===== config.mk =====
export PLATFORM = sky130hd
export DESIGN_NAME = del_fsm_multi
export DESIGN_NICKNAME = d
export VERILOG_FILES = /design/src/rtl/del_fsm_multi.sv
export SDC_FILE = /design/constraint.sdc
export NUM_CORES = 1
export LEC_CHECK = 0
export CORE_MARGIN = 5
export CORE_UTILIZATION = 25
export DETAILED_ROUTE_END_ITERATION = 10
export GPL_TIMING_DRIVEN = 1
export PLACE_DENSITY_LB_ADDON = 0.08
export SLEW_MARGIN = 5
export SYNTH_ARGS = -nofsm -noshare
export SYNTH_HDL_FRONTEND = slang
export SYNTH_SLANG_ARGS = --single-unit

===== constraint.sdc =====
create_clock -name clk -period 11.4 [get_ports clk]
set_input_delay 3.42 -clock clk [delete_from_list [all_inputs] [get_ports clk]]
set_output_delay 3.42 -clock clk [all_outputs]
set_load 0.02 [all_outputs]

===== src/rtl/del_fsm_multi.sv =====
// Delete sub-FSM for the cache controller: key, index and flush-all deletes.
// Optional post-delete verify cycle is enabled by defining DEL_FSM_VERIFY_EN.
module del_fsm_multi #(
    parameter int NUM_ENTRIES = 16,
    parameter int IDX_W       = $clog2(NUM_ENTRIES),
    parameter int LOOKUP_LAT  = 1
) (
    input  logic                             clk,
    input  logic                             rst,
    input  logic                             start,
    input  logic [1:0]                       mode,
    input  logic [IDX_W-1:0]                 idx_req,
    input  logic                             hit,
    input  logic [NUM_ENTRIES-1:0]           hit_idx,
    input  logic [NUM_ENTRIES-1:0]           valid_vec,
    output logic                             select_out,
    output logic                             delete_out,
    output logic [NUM_ENTRIES-1:0]           idx_out,
    output logic                             busy,
    output logic                             done,
    output logic                             error,
    output logic [2:0]                       err_code,
    output logic [$clog2(NUM_ENTRIES+1)-1:0] del_count
);

    localparam int LAT_W = (LOOKUP_LAT > 1) ? $clog2(LOOKUP_LAT) : 1;
    localparam int CNT_W = $clog2(NUM_ENTRIES + 1);

    localparam logic [1:0] MODE_KEY = 2'b00;
    localparam logic [1:0] MODE_IDX = 2'b01;
    localparam logic [1:0] MODE_ALL = 2'b10;

    localparam logic [2:0] ERR_NONE   = 3'b000;
    localparam logic [2:0] ERR_MISS   = 3'b001;
    localparam logic [2:0] ERR_INDEX  = 3'b010;
    localparam logic [2:0] ERR_MODE   = 3'b011;
`ifdef DEL_FSM_VERIFY_EN
    localparam logic [2:0] ERR_VERIFY = 3'b100;
`endif

    typedef enum logic [2:0] {
        ST_IDLE,
        ST_LOOKUP,
        ST_CHECK,
        ST_DELETE,
`ifdef DEL_FSM_VERIFY_EN
        ST_VERIFY,
`endif
        ST_FLUSH,
        ST_DONE,
        ST_ERROR
    } state_t;

    state_t                 state_reg, state_next;
    logic [1:0]             mode_reg, mode_next;
    logic [IDX_W-1:0]       idx_reg, idx_next;
    logic [NUM_ENTRIES-1:0] saved_idx_reg, saved_idx_next;
    logic [IDX_W-1:0]       ptr_reg, ptr_next;
    logic [LAT_W-1:0]       lat_cnt_reg, lat_cnt_next;
    logic [2:0]             err_code_reg, err_code_next;
    logic [CNT_W-1:0]       del_count_reg, del_count_next;

    // One-hot decodes of the flush pointer and the latched index request.
    // An out-of-range request decodes to all zeros, which reads as invalid.
    logic [NUM_ENTRIES-1:0] ptr_onehot;
    logic [NUM_ENTRIES-1:0] req_onehot;
    logic [NUM_ENTRIES-1:0] hit_lowest;
    logic                   ptr_valid;
    logic                   req_valid;

    generate
        for (genvar gi = 0; gi < NUM_ENTRIES; gi++) begin : g_decode
            assign ptr_onehot[gi] = (ptr_reg == IDX_W'(gi));
            assign req_onehot[gi] = (idx_reg == IDX_W'(gi));
        end
    endgenerate

    assign hit_lowest = hit_idx & (~hit_idx + NUM_ENTRIES'(1));
    assign ptr_valid  = |(ptr_onehot & valid_vec);
    assign req_valid  = |(req_onehot & valid_vec);

    always_ff @(posedge clk) begin
        if (rst) begin
            state_reg     <= ST_IDLE;
            mode_reg      <= '0;
            idx_reg       <= '0;
            saved_idx_reg <= '0;
            ptr_reg       <= '0;
            lat_cnt_reg   <= '0;
            err_code_reg  <= ERR_NONE;
            del_count_reg <= '0;
        end else begin
            state_reg     <= state_next;
            mode_reg      <= mode_next;
            idx_reg       <= idx_next;
            saved_idx_reg <= saved_idx_next;
            ptr_reg       <= ptr_next;
            lat_cnt_reg   <= lat_cnt_next;
            err_code_reg  <= err_code_next;
            del_count_reg <= del_count_next;
        end
    end

    always_comb begin
        state_next     = state_reg;
        mode_next      = mode_reg;
        idx_next       = idx_reg;
        saved_idx_next = saved_idx_reg;
        ptr_next       = ptr_reg;
        lat_cnt_next   = lat_cnt_reg;
        err_code_next  = err_code_reg;
        del_count_next = del_count_reg;
        select_out     = 1'b0;
        delete_out     = 1'b0;
        idx_out        = '0;
        busy           = (state_reg != ST_IDLE);
        done           = 1'b0;
        error          = 1'b0;

        case (state_reg)
            ST_IDLE: begin
                if (start) begin
                    err_code_next  = ERR_NONE;
                    del_count_next = '0;
                    mode_next      = mode;
                    idx_next       = idx_req;
                    case (mode)
                        MODE_KEY: begin
                            lat_cnt_next = LAT_W'(LOOKUP_LAT - 1);
                            state_next   = ST_LOOKUP;
                        end
                        MODE_IDX: state_next = ST_CHECK;
                        MODE_ALL: begin
                            ptr_next   = '0;
                            state_next = ST_FLUSH;
                        end
                        default: begin
                            err_code_next = ERR_MODE;
                            state_next    = ST_ERROR;
                        end
                    endcase
                end
            end

            ST_LOOKUP: begin
                if (lat_cnt_reg == '0) begin
                    state_next = ST_CHECK;
                end else begin
                    lat_cnt_next = lat_cnt_reg - LAT_W'(1);
                end
            end

            // Only KEY and IDX operations reach CHECK.
            ST_CHECK: begin
                if (mode_reg == MODE_KEY) begin
                    if (hit && (hit_idx != '0)) begin
                        saved_idx_next = hit_lowest;
                        state_next     = ST_DELETE;
                    end else begin
                        err_code_next = ERR_MISS;
                        state_next    = ST_ERROR;
                    end
                end else begin
                    if (req_valid) begin
                        saved_idx_next = req_onehot;
                        state_next     = ST_DELETE;
                    end else begin
                        err_code_next = ERR_INDEX;
                        state_next    = ST_ERROR;
                    end
                end
            end

            ST_DELETE: begin
                delete_out     = 1'b1;
                idx_out        = saved_idx_reg;
                select_out     = (mode_reg == MODE_IDX);
                del_count_next = CNT_W'(1);
`ifdef DEL_FSM_VERIFY_EN
                state_next     = ST_VERIFY;
`else
                state_next     = ST_DONE;
`endif
            end

`ifdef DEL_FSM_VERIFY_EN
            // The memory should have cleared the cell during DELETE.
            ST_VERIFY: begin
                if ((valid_vec & saved_idx_reg) != '0) begin
                    err_code_next = ERR_VERIFY;
                    state_next    = ST_ERROR;
                end else begin
                    state_next = ST_DONE;
                end
            end
`endif

            ST_FLUSH: begin
                if (ptr_valid) begin
                    delete_out     = 1'b1;
                    select_out     = 1'b1;
                    idx_out        = ptr_onehot;
                    del_count_next = del_count_reg + CNT_W'(1);
                end
                if (ptr_reg == IDX_W'(NUM_ENTRIES - 1)) begin
                    state_next = ST_DONE;
                end else begin
                    ptr_next = ptr_reg + IDX_W'(1);
                end
            end

            ST_DONE: begin
                done       = 1'b1;
                state_next = ST_IDLE;
            end

            ST_ERROR: begin
                error      = 1'b1;
                state_next = ST_IDLE;
            end

            default: state_next = ST_IDLE;
        endcase
    end

    assign err_code  = err_code_reg;
    assign del_count = del_count_reg;

endmodule


==> results.json <==
{
  "outcome": "finished, final reports clean",
  "yosys-top-cells-area": "dfxtp_1 (27%), a32o_1 (6.0%), nand2_1 (4.4%), a21oi_1 (4.1%), a211oi_2 (3.7%)",
  "seqPwrFrac": 0.390,
  "grt_start_max_net_pins": 34,
  "wl_um": 10100,
  "synth_seq_area_share": 0.270,
  "antenna_found_initial": 0,
  "switching_power_w": 0.000137,
  "syn_inst": 327,
  "gr-total-overflow": 0,
  "finalMaxSlewViolations": 0,
  "diodes": 0,
  "fmax_ghz": 0.105,
  "cellLeakagePower_nw": 1.16,
  "holdWs_ps": 469,
  "mostFrequentLayoutCell": "clkdlybuf4s50_1",
  "wl_per_cell_um": 19.4,
  "grt_pass1_vias": 2821,
  "holdBufCountCts": 0,
  "p_clk_frac": 0.297,
  "synth_edf_count": 0,
  "ir_worst_vdd_mv": 0.0419,
  "die_area_mm2": 0.0128,
  "crit_chain": "clkdlybuf4s50_1 -> mux2i_1 -> o2bb2ai_1 -> a2111oi_1 -> a21oi_1 -> buf_4 -> or2_2 -> clkdlybuf4s50_1",
  "tightest_slew_ps": 713,
  "r2r-start": "ptr_reg[0]",
  "numCtsBuffers": 5,
  "finalHoldViolCount": 0,
  "crit_family": "buffers and inverters",
  "start_util": 0.257,
  "reg2reg_to": "del_count[1]",
  "hp-start": "err_code[1]",
  "nNetsFinal": 430,
  "avgSynthCellArea_um2": 8.17,
  "rsz0062_at_grt": "no",
  "ys_seq_elements": 36,
  "setup.worst_path.start_class": "primary input",
  "die_width_um": 113,
  "drt-initial-drc-count": 107,
  "largest_reg_flops": 16,
  "vias": 2804,
  "n_fill_cell": 1157,
  "hold_end": "err_code[1]",
  "hpwl_um": 7630,
  "synthDistinctLibCells": 67,
  "worstPathArrival_ps": 6070,
  "synth_top_cell_by_area": "dfxtp_1",
  "clock-sinks": 36,
  "crit_path_top_delay_cell": "a2111oi_1",
  "end_kind": "primary output",
  "power_switching_share": 0.350,
  "synth_ff_type": "dfxtp_1",
  "ctsHtreeMaxLevel": 2,
  "worstPathRequired_ps": 7980,
  "hold_path_class": "flop to flop",
  "grt_first_pass_wirelength_um": 15900,
  "die_h_um": 113,
  "ios": 71,
  "cts_tree": "yes",
  "clock_latency_ps": 300,
  "p_per_area_mw_per_mm2": 110,
  "critPathMaxStageDelay_ps": 710,
  "numPortBuffers": 69,
  "vias_per_cell": 5.39,
  "critical_path_class": "primary input to primary output",
  "synthesis.area_mm2": 0.00267,
  "fin_crit_ps": 9490,
  "maxCapViolCount": 0,
  "postCtsResizedCells": 0,
  "p_comb_frac": 0.312,
  "row_count": 37,
  "layout-drive-gt1-share": 0.122,
  "mappedNetlistNets": 374,
  "drc": 0,
  "crit_top_cell": "clkdlybuf4s50_1",
  "grt_usage": 0.156,
  "syn2layout_area_growth_pct": 33.3,
  "drtPass1Iterations": 4,
  "place.gp.congestion": 0.835,
  "core-area_mm2": 0.0104,
  "cts_root_buf": "clkbuf_8",
  "clockBufferDepth": 2,
  "clk_pin_slew_ps": 80,
  "postCtsSetupBuffers": 0,
  "fin_crit_sh": 0.832,
  "cp_max_fo": 22,
  "yosys.area.top_type_share": 0.270,
  "rrSetupSlack_ps": 8670,
  "ant_nets": 0,
  "worstRegToRegCells": 9,
  "most-common-layout-cells": "clkdlybuf4s50_1 (69), dfxtp_1 (36), nand2_1 (31)",
  "final.setup.tns_ps": 0,
  "holdPathStages": 2,
  "skew_ps": 5.96,
  "p_int_w": 0.000254,
  "slew_headroom": 0.523,
  "setup_violations": 0,
  "async_flop_share": 0,
  "yosys_warnings": 0,
  "crit_buf_inv": 3
}
## worst max path at each step
stage | start | to | slack, ps | cells after the start
floorplan | valid_vec[8] | delete_out | 3000 | 6
global placement | valid_vec[2] | idx_out[9] | 1930 | 8
detailed placement | valid_vec[0] | delete_out | 1930 | 8
CTS | valid_vec[0] | delete_out | 1900 | 8
global route | valid_vec[1] | idx_out[4] | 1700 | 8
finish | valid_vec[0] | delete_out | 1910 | 8
## area by class of cell
type                       count  area, um2  share of cell area
clock buffer                   6       72.6              0.0204
sequential                    36        721               0.202
inverter                      12       45.0              0.0127
tap                          136        170              0.0478
multi-input combinational    255       1800               0.504
timing repair buffer          73        721               0.202
clock inverter                 2       35.0             0.00984
## worst register-to-register path, stage by stage (launching register included)
cell       delay [ps]
dfxtp_1           420
inv_1              90
ha_1              320
nand3_1           130
a21oi_1            80
a2111oi_1         700
a21oi_1           150
buf_4             240
or3b_1            390
a21oi_1           140
## logic make-up (layout without fill, tap and decap cells)
logic type / Yosys count / count (layout) / share of synthesized area
and+or+nand+nor: 136 / 136 / 0.287
DFF: 36 / 36 / 0.270
adders and majority gates: 5 / 5 / 0.0234
other: 1 / 1 / 0.00140
muxes: 6 / 6 / 0.0281
buffers and inverters: 36 / 93 / 0.0576
AOI/OAI and AO/OA: 104 / 104 / 0.323
xor gates and xnor gates: 3 / 3 / 0.00984
## cell usage after synthesis, drive strengths merged, types with 7 or more instances
library cell and number:
dfxtp 36, nand2 32, nor3 26, nor2 23, a21oi 22, clkbuf 21
a32o 16, a211oi 14, inv 12, nand3 11, o21ai 9, a32oi 7
## through the flow
stage	util	cells	worst slack [ps]	instance area (um2)	power [W]
global placement	0.333	512	1930	3450	0.000278
floorplan	-	327	3000	2670	0.000227
global route	0.343	520	1700	3560	0.000413
CTS	0.343	520	1900	3560	0.000396
detailed placement	0.333	512	1930	3450	0.000278
finish	0.343	520	1910	3560	0.000391
## power groups by stage
stage               logic [W]  registers (W)  clock network (W)
floorplan           0.0000800       0.000147                  0
global placement     0.000123       0.000155                  0
detailed placement   0.000123       0.000156                  0
CTS                  0.000123       0.000153           0.000120
global route         0.000134       0.000154           0.000125
finish               0.000122       0.000153           0.000116
## metal layers
| metal | vias up | share of wire | GRT usage |
|---|---|---|---|
| li1 | 1367 | - | - |
| met3 | 4 | 0.052 | 0.0358 |
| met5 | - | 0 | 0 |
| met1 | 1364 | 0.46 | 0.216 |
| met2 | 69 | 0.48 | 0.255 |
| met4 | 0 | 0.0039 | 0.0192 |
(Power assumes the default switching activity.)
